--- src/rtl/cpu_clken_gen.sv ---
// CPU clock-enable generator: divides the 28 MHz master clock into 3.5/7/14/28 MHz
// rising/falling enables, switching speed only on 3.5 MHz period boundaries.
module cpu_clken_gen (
  input  logic       clk,
  input  logic       rst_n,
  input  logic [3:0] cpu_speed,
  input  logic       slow_req,
  input  logic       hold,
  output logic       clken_p,
  output logic       clken_n,
  output logic       tick3m5,
  output logic [1:0] speed_active,
  output logic       speed_changed
);

  logic [2:0] cnt_reg;
  logic [1:0] spd_reg;
  logic       hold_reg;
  logic       chg_reg;
  logic [1:0] req;
  logic [2:0] phase_mask;
  logic [2:0] half_phase;

  assign req = slow_req ? 2'd0 : ((cpu_speed > 4'd3) ? 2'd3 : cpu_speed[1:0]);

  always_ff @(posedge clk or negedge rst_n) begin
    if (!rst_n) begin
      cnt_reg  <= 3'd0;
      spd_reg  <= 2'd0;
      hold_reg <= 1'b0;
      chg_reg  <= 1'b0;
    end else begin
      cnt_reg  <= cnt_reg + 3'd1;
      hold_reg <= hold;
      // Speed is only resampled at the end of a 3.5 MHz period.
      if (cnt_reg == 3'd7) begin
        spd_reg <= req;
        chg_reg <= (req != spd_reg);
      end else begin
        chg_reg <= 1'b0;
      end
    end
  end

  // mask = D-1 and half = D/2; at D=1 both are 0, so the falling enable
  // degenerates to "every cycle" without a special case.
  assign phase_mask = 3'b111 >> spd_reg;
  assign half_phase = 3'b100 >> spd_reg;

  assign clken_p       = rst_n & ~hold_reg & ((cnt_reg & phase_mask) == 3'd0);
  assign clken_n       = rst_n & ~hold_reg & ((cnt_reg & phase_mask) == half_phase);
  assign tick3m5       = rst_n & (cnt_reg == 3'd0);
  assign speed_active  = spd_reg;
  assign speed_changed = chg_reg;

endmodule
--- config.mk ---
export PLATFORM = sky130hd
export DESIGN_NAME = cpu_clken_gen
export DESIGN_NICKNAME = d
export VERILOG_FILES = /design/src/rtl/cpu_clken_gen.sv
export SDC_FILE = /design/constraint.sdc
export NUM_CORES = 1
export LEC_CHECK = 0
export CAP_MARGIN = 20
export CORE_ASPECT_RATIO = 0.9
export CORE_MARGIN = 1.5
export CORE_UTILIZATION = 25
export DETAILED_ROUTE_END_ITERATION = 16
export HOLD_SLACK_MARGIN = 0.03
export PLACE_DENSITY = 0.55
export SLEW_MARGIN = 20
export SYNTH_ARGS = -nofsm -noshare
export SYNTH_HDL_FRONTEND = slang
export SYNTH_SLANG_ARGS = --single-unit
--- constraint.sdc ---
create_clock -name clk -period 1.5 [get_ports clk]
set_clock_uncertainty 0.2 [all_clocks]
set_input_delay 0.375 -clock clk [delete_from_list [all_inputs] [get_ports clk]]
set_output_delay 0.375 -clock clk [all_outputs]
set_load 0.02 [all_outputs]
Word level (Yosys, flattened, before mapping) --
Cells that the tools add are included.
Operators by class: add/sub/neg operators 1, magnitude comparators 1, eq/ne operators 3, shift operators 2, multiplexer cells 3, bitwise logic cells 6, reductions and logical operators 2
Operators by type and width (count):
- 3-bit logical NOT | 2
- 3-bit by 2-bit right shift with 3-bit output (first input constant) | 2
- 1-bit bitwise AND | 4
- 4-bit by 2-bit > comparator with 1-bit output (second input constant) | 1
- 2-bit two-way mux | 2
- 3-bit by 1-bit adder with 3-bit output (second input constant) | 1
- 3-bit bitwise AND | 1
- 3-bit == test | 1
- 3-bit == test (second input constant) | 1
- 2-bit inequality test | 1
- 1-bit two-way mux | 1
- 1-bit inverter | 1
Storage, ports and cells: flip-flop bits (word level) 7, output and inout port bits 6, logic and storage cells 22

Logic depth before layout (Yosys ltp) --
Gate-level depths: netlist of the first run.
word-level depth 5, gate-level depth with buffers 4, depth with buffers taken out 4

Worst setup path after synthesis of the first run --
OpenSTA, ideal clock, no wires.
path type reg-to-output, start register spd_reg[1], in the netlist speed_active[1], end output clken_n, data arrival time 1292 ps, required time 925 ps, setup slack -367 ps, cell stages (with the launch flop) 5, cells stage by stage dfrtp_1 buf_2 nor4b_1 o21ai_1 a21oi_1
Between the ends: cells in the longest elaborated chain, start to end 4, elaborated cells on any way between the ends 5, those cells by class eq/ne (1); shift (2); bitwise (2)
Ends and longest elaborated chain:
- start: declaration | line 17 | logic [1:0] spd_reg;
- start signal: assignment | line 37 | spd_reg <= req;
- 3-bit by 2-bit right shift with 3-bit output | line 47 | assign phase_mask = 3'b111 >> spd_reg;
- 3-bit bitwise AND | line 51 | assign clken_n = rst_n & ~hold_reg & ((cnt_reg & phase_mask) == half_phase);
- 3-bit == test * | line 51
- 1-bit bitwise AND * | line 51
- end: declaration | line 10 | output logic clken_n,
Every way passes the cells marked *; elsewhere a longest branch is shown, timed or not.

Worst setup path after layout of the first run --
start register spd_reg[0], in the netlist speed_active[0], end output clken_n
Same word-level chain as after synthesis.

==> run_results.csv, run 1 <==
group,metric,value,unit
clock_network,cts_buffers,3,
placed_design,placedCellCount,85,
clock_network,cts.clk_slew.worst_paths,0.05,ns
clock_network,htreeDepth,1,
finish,area_growth,85.0,%
placed_design,place_area,643,um2
power,p_leak,0.000334,uW
yosys,ys_warn_count,0,
timing,finalWorstSetupSlack,-0.394,ns
power,peakVddDrop,0.000331,V
placed_design,dp_hpwl,714,um
grt,overflow,0,
die,ios,14,
critical_path,worstPathMaxFanout,6,
clock_network,cts_sinks,7,
drt,viasPerCell,4.22,
timing,hold_violations,0,
grt,grt_pass1_wl,1490,um
die,die_x,45.6,um
grt,antenna_found_initial,0,
critical_path,worstPathRequired,0.92,ns
die,rows,13,
die,start_util,27.6,%
timing,setup_tns,-1.32,ns
finish,largest_reg_flops,3,
finish,n_antenna_cell,0,
clock_network,clk_path_buf_depth,2,
timing,period_needed,1.89,ns
critical_path,arrival,1.32,ns
die,die_h,41.4,um
yosys,synthesis.area,409,um2
drt,wl_per_cell,11.0,um
critical_path,critPathSlowestCell,"dfrtp_2",
critical_path,critPathKind,"reg -> out",
power,seq_power_share,43.9,%
power,p_comb_share,19.5,%
finish,fin_cells,91,
power,p_int,345,uW
yosys,synth_top_cell_by_area,"dfrtp_1",
power,pwr-share-clk,36.6,%
yosys,synth_nets,53,
yosys,netlist_top_cells_count,"7 x dfrtp_1, 4 x inv_1, 4 x nor2_1",
finish,drive_above_1_share,52.2,%
placed_design,io_buffers,13,
critical_path,cp_common_cell,"buf_4",
yosys,synth.area.top_cells,"dfrtp_1 43%, ha_1 9.2%, a21oi_1 3.7%",
yosys,async_flop_share,100,%
clock_network,cts_root_buf,"clkbuf_4",
finish,num-nets-final,81,
drt,wirelength,998,um
power,power.density,598,nW/um2
timing,post-route-period-util,126,%
drt,vias,384,
yosys,yosysUniqueCellTypes,22,
timing,setup_viol,7,
yosys,avgSynthCellArea,9.74,um2
clock_network,clock_latency,0.24,ns
yosys,yosys_most_used_dff,"dfrtp_1",
yosys,syn_inst,42,
timing,hold-worst-slack,0.336,ns
drt,drt_iter0_markers,5,
timing,rsz0062_at_grt,"yes",
power,switchingPower,108,uW
finish,num-fill-cells,142,
yosys,synth_edf_count,0,
drt,detail-route-antenna-nets,0,
grt,track_usage,11.7,%
drt,drc,0,
timing,max_slew_margin,79.8,%
timing,tightest_slew,0.301,ns
power,swShare,23.9,%
yosys,synthMostInstantiatedCell,"dfrtp_1",
timing,slew_viol_final,0,
critical_path,worstSetupStartpointType,"flip-flop",
die,core_area,1480,um2
grt,grt_max_degree,8,
yosys,synth_top_area_share,42.8,%
die,die_area,1890,um2
hold_path,hp-class,"reg -> reg",
yosys,ys_seq_area_share,42.8,%
clock_network,cts_tree,"built",
job,max-cap-violations,0,
critical_path,worstSetupEndpointType,"output pin",
placed_design,gp_congestion,0.695,
run_status,violations,"setup timing",
critical_path,worstPathCellList,"buf_4 -> and2_1 -> o21ai_2 -> a21oi_2 -> buf_4",
critical_path,crit_path_max_incr_delay,0.42,ns
run_status,status,"complete, but fails checks",
finish,fin_area,757,um2
drt,drt_pass1_iterations,4,
timing,fmax,528,MHz
grt,first_global_vias,372,
yosys,synth_seq_cells,7,
==> critical path, delay by kind of cell (launching register included) <==
family / cells / cell delay [ns]
DFF: 1 / 0.42
buffers and inverters: 2 / 0.32
AOI/OAI and AO/OA: 2 / 0.19
and+or+nand+nor: 1 / 0.16
==> cell type report <==
cell class | instances | area [um2] | share of cell area, %
Clock buffer | 4 | 26.3 | 3.47
Inverter | 4 | 17.5 | 2.31
Multi-Input combinational cell | 30 | 284 | 37.5
Sequential cell | 7 | 179 | 23.6
Tap cell | 22 | 27.5 | 3.64
Timing Repair Buffer | 24 | 223 | 29.4
==> stage by stage <==
step	utilization (%)	power (uW)	setup WS, ns
2_1_floorplan	-	233	-0.201
5_1_grt	51.1	476	-0.452
3_3_place_gp	43.4	285	-0.880
6_report	51.1	453	-0.394
3_5_place_dp	43.4	285	-0.878
4_1_cts	49.8	462	-0.401
==> per-layer routing <==
layer | wire (um) | vias up | global-route usage, %
met5 | 0 | - | 0
met4 | 0 | 0 | 6.62
met3 | 33 | 0 | 1.72
met2 | 521 | 6 | 19.4
met1 | 443 | 171 | 14.9
li1 | - | 207 | -
==> layout by cell type (no fill, tap or decap), drive strengths merged <==
| cell type | n |
|---|---|
| dfrtp | 7 |
| o21a | 1 |
| and2 | 1 |
| o21ai | 3 |
| a32oi | 1 |
| and3b | 1 |
| a32o | 1 |
| nor3 | 2 |
| mux2 | 1 |
| ha | 3 |
| nand2b | 1 |
| inv | 4 |
| buf | 15 |
| nor2 | 4 |
| clkdlybuf4s15 | 1 |
| a211o | 1 |
| clkdlybuf4s50 | 5 |
| o211a | 1 |
| a21oi | 3 |
| dlygate4sd2 | 2 |
| dlygate4sd3 | 1 |
| nand2 | 3 |
| clkbuf | 4 |
| nor4b | 2 |
| o22ai | 1 |
==> power groups by stage <==
| stage | logic, uW | registers (uW) | clock network [uW] |
|---|---|---|---|
| floorplan | 27.2 | 206 | 0 |
| global placement | 84.9 | 200 | 0 |
| detailed placement | 84.6 | 201 | 0 |
| CTS | 86.6 | 199 | 176 |
| global route | 96.7 | 199 | 180 |
| finish | 88.4 | 199 | 165 |
==> path summary, 6_finish.rpt <==
check | from | endpoint | slack (ns) | cells past startpoint
max | speed_active[0] | clken_n | -0.39 | 5
min | cnt_reg[0] | cnt_reg[0] | 0.34 | 1
max reg2reg | cnt_reg[1] | speed_changed | -0.14 | 6
min reg2reg | cnt_reg[0] | cnt_reg[0] | 0.34 | 1
max in group asynchronous | rst_n | speed_active[1] | 0.26 | 3
min in group asynchronous | rst_n | cnt_reg[1] | 0.59 | 3
==> cells by family (layout without fill, tap and decap cells) <==
| logic type | after synthesis | after routing | share of synthesized area [%] |
|---|---|---|---|
| and+or+nand+nor | 14 | 14 | 20.2 |
| AOI/OAI and AO/OA | 12 | 12 | 20.2 |
| DFF | 7 | 7 | 42.8 |
| buffers and inverters | 5 | 32 | 4.89 |
| adders and majority gates | 3 | 3 | 9.18 |
| muxes | 1 | 1 | 2.75 |
==> what timing repair did <==
action | in CTS | in global routing
gates resized for setup | 41 | 8
pin swaps | 5 | 3
hold endpoints to repair | 7 | 0
buffers inserted | 0 | 1
hold buffers | 1 | 0
setup endpoints to repair | 8 | 7
No activity file was read; power rests on OpenSTA's default activity.
==> run 2: changes to the inputs <==
--- a/config.mk
+++ b/config.mk
@@ -11,6 +11,7 @@
 export CORE_UTILIZATION = 25
 export DETAILED_ROUTE_END_ITERATION = 16
 export HOLD_SLACK_MARGIN = 0.03
+export MAX_ROUTING_LAYER = met4
 export PLACE_DENSITY = 0.55
 export SLEW_MARGIN = 20
 export SYNTH_ARGS = -nofsm -noshare
==> results of run 2 <==
The final DEF is identical to that of run 1; final timing and power are the same.
Among the figures that moved: final weighted congestion in routability-driven placement 0.695 -> 0.702; overall routing resource usage 11.7% -> 12.1%
==> run 3: changes to the inputs <==
--- a/config.mk
+++ b/config.mk
@@ -10,6 +10,7 @@
 export CORE_MARGIN = 1.5
 export CORE_UTILIZATION = 25
 export DETAILED_ROUTE_END_ITERATION = 16
+export GPL_TIMING_DRIVEN = 0
 export HOLD_SLACK_MARGIN = 0.03
 export MAX_ROUTING_LAYER = met4
 export PLACE_DENSITY = 0.55
==> run_results.csv, run 3 (synthesized netlist as in run 1, its figures left out) <==
group,metric,value,unit
clock_network,cts_root_buf,"clkbuf_4",
timing,post-route-period-util,126,%
timing,rsz0062_at_grt,"yes",
power,peakVddDrop,0.000510,V
hold_path,hp-class,"reg -> reg",
clock_network,clock_latency,0.24,ns
grt,overflow,0,
placed_design,place_ws,-1.20,ns
timing,hold_violations,0,
grt,track_usage,10.9,%
critical_path,critPathKind,"reg -> out",
clock_network,cts_buffers,3,
drt,drt_iter0_markers,4,
drt,vias,381,
timing,tightest_slew,0.305,ns
die,core_area,1480,um2
finish,final_cell_mix,"4 x buf_6, 4 x dfrtp_1, 4 x clkdlybuf4s50_1",
timing,period_needed,1.89,ns
drt,wirelength,874,um
timing,setup_viol,5,
critical_path,critPathSlowestCell,"dfrtp_2",
die,die_h,41.4,um
job,max-cap-violations,0,
grt,grt_max_degree,8,
die,start_util,27.6,%
critical_path,arrival,1.31,ns
timing,max_slew_margin,79.6,%
die,rows,13,
clock_network,htreeDepth,1,
power,power.density,620,nW/um2
clock_network,cts_tree,"built",
run_status,status,"complete, but fails checks",
clock_network,clk_path_buf_depth,2,
die,die_x,45.6,um
grt,grt_pass1_wl,1370,um
critical_path,worstPathMaxFanout,5,
grt,first_global_vias,324,
drt,viasPerCell,4.48,
die,ios,14,
finish,drive_above_1_share,47.6,%
timing,finalWorstSetupSlack,-0.387,ns
critical_path,worstSetupEndpointType,"output pin",
drt,drt_pass1_iterations,2,
critical_path,crit_path_max_incr_delay,0.40,ns
critical_path,worstSetupStartpointType,"flip-flop",
critical_path,worstPathCellList,"buf_6 -> nor4b_4 -> o21ai_1 -> a21oi_2 -> buf_4",
finish,n_antenna_cell,0,
timing,slew_viol_final,0,
run_status,violations,"setup timing",
drt,detail-route-antenna-nets,0,
die,die_area,1890,um2
placed_design,dp_hpwl,630,um
timing,hold-worst-slack,0.326,ns
timing,fmax,530,MHz
finish,largest_reg_flops,3,
placed_design,io_buffers,13,
finish,area_growth,70.9,%
clock_network,cts.clk_slew.worst_paths,0.05,ns
placed_design,gp_congestion,0.668,
finish,num-nets-final,75,
power,p_leak,0.000304,uW
grt,antenna_found_initial,0,
clock_network,cts_sinks,7,
critical_path,worstPathRequired,0.92,ns
drt,wl_per_cell,10.3,um
drt,drc,0,
[run 3: repair_timing]
action                                 CTS  global route
hold buffers                             1             0
setup buffers                            2             1
endpoints found under the hold margin    7             0
setup endpoints to repair                8             7
resized for setup                       35            10
pin swaps                                3             6
[run 3: report_power, final]
group	internal [uW]	switching (uW)	total [uW]
clock network	101	57.1	158
logic	37.1	39.1	76.1
registers	195	5.02	200
total	333	101	434
[run 3: metrics by stage]
| step | total power, uW | setup TNS, ns | util, % | cells | cell area (um2) |
|---|---|---|---|---|---|
| final | 434 | -0.991 | 47.3 | 85 | 699 |
| after global routing | 459 | -1.29 | 47.3 | 85 | 699 |
| after CTS | 439 | -1.17 | 44.4 | 84 | 657 |
| after detailed placement | 275 | -3.86 | 39.6 | 77 | 587 |
| after global placement | 275 | -3.96 | 39.6 | 77 | 587 |
| after floorplan | 233 | -0.201 | - | 42 | 429 |
[run 3: metal layers]
metal  vias to the layer above  wire, um  GRT usage (%)
met5                         -         0              -
met4                         0         0           4.41
met3                         0        21           2.59
met2                         6       426           14.8
met1                       176       426           15.4
li1                        199         -              -
[run 3: worst max-delay path, delay by kind of cell (launching register included)]
family          cells  cell delay (ns)
compound gates      2             0.20
buf+inv             2             0.27
simple gates        1             0.20
flops               1             0.40
[run 3: final cells by class]
class	instances	area [um2]
Fill cell	150	781
Multi-Input combinational cell	30	290
Sequential cell	7	179
Timing Repair Buffer	17	150
Tap cell	22	27.5
Clock buffer	4	26.3
Inverter	4	15.0
Buffer	1	11.3
[run 3: final timing paths]
path,from,to,slack [ns],cells after the start
setup / recovery,speed_active[1],clken_n,-0.39,5
hold / removal,cnt_reg[0],cnt_reg[0],0.33,1
setup reg to reg,cnt_reg[1],speed_changed,-0.04,5
hold reg to reg,cnt_reg[0],cnt_reg[0],0.33,1
max in group asynchronous,rst_n,cnt_reg[1],0.45,2
min in group asynchronous,rst_n,speed_changed,0.40,2
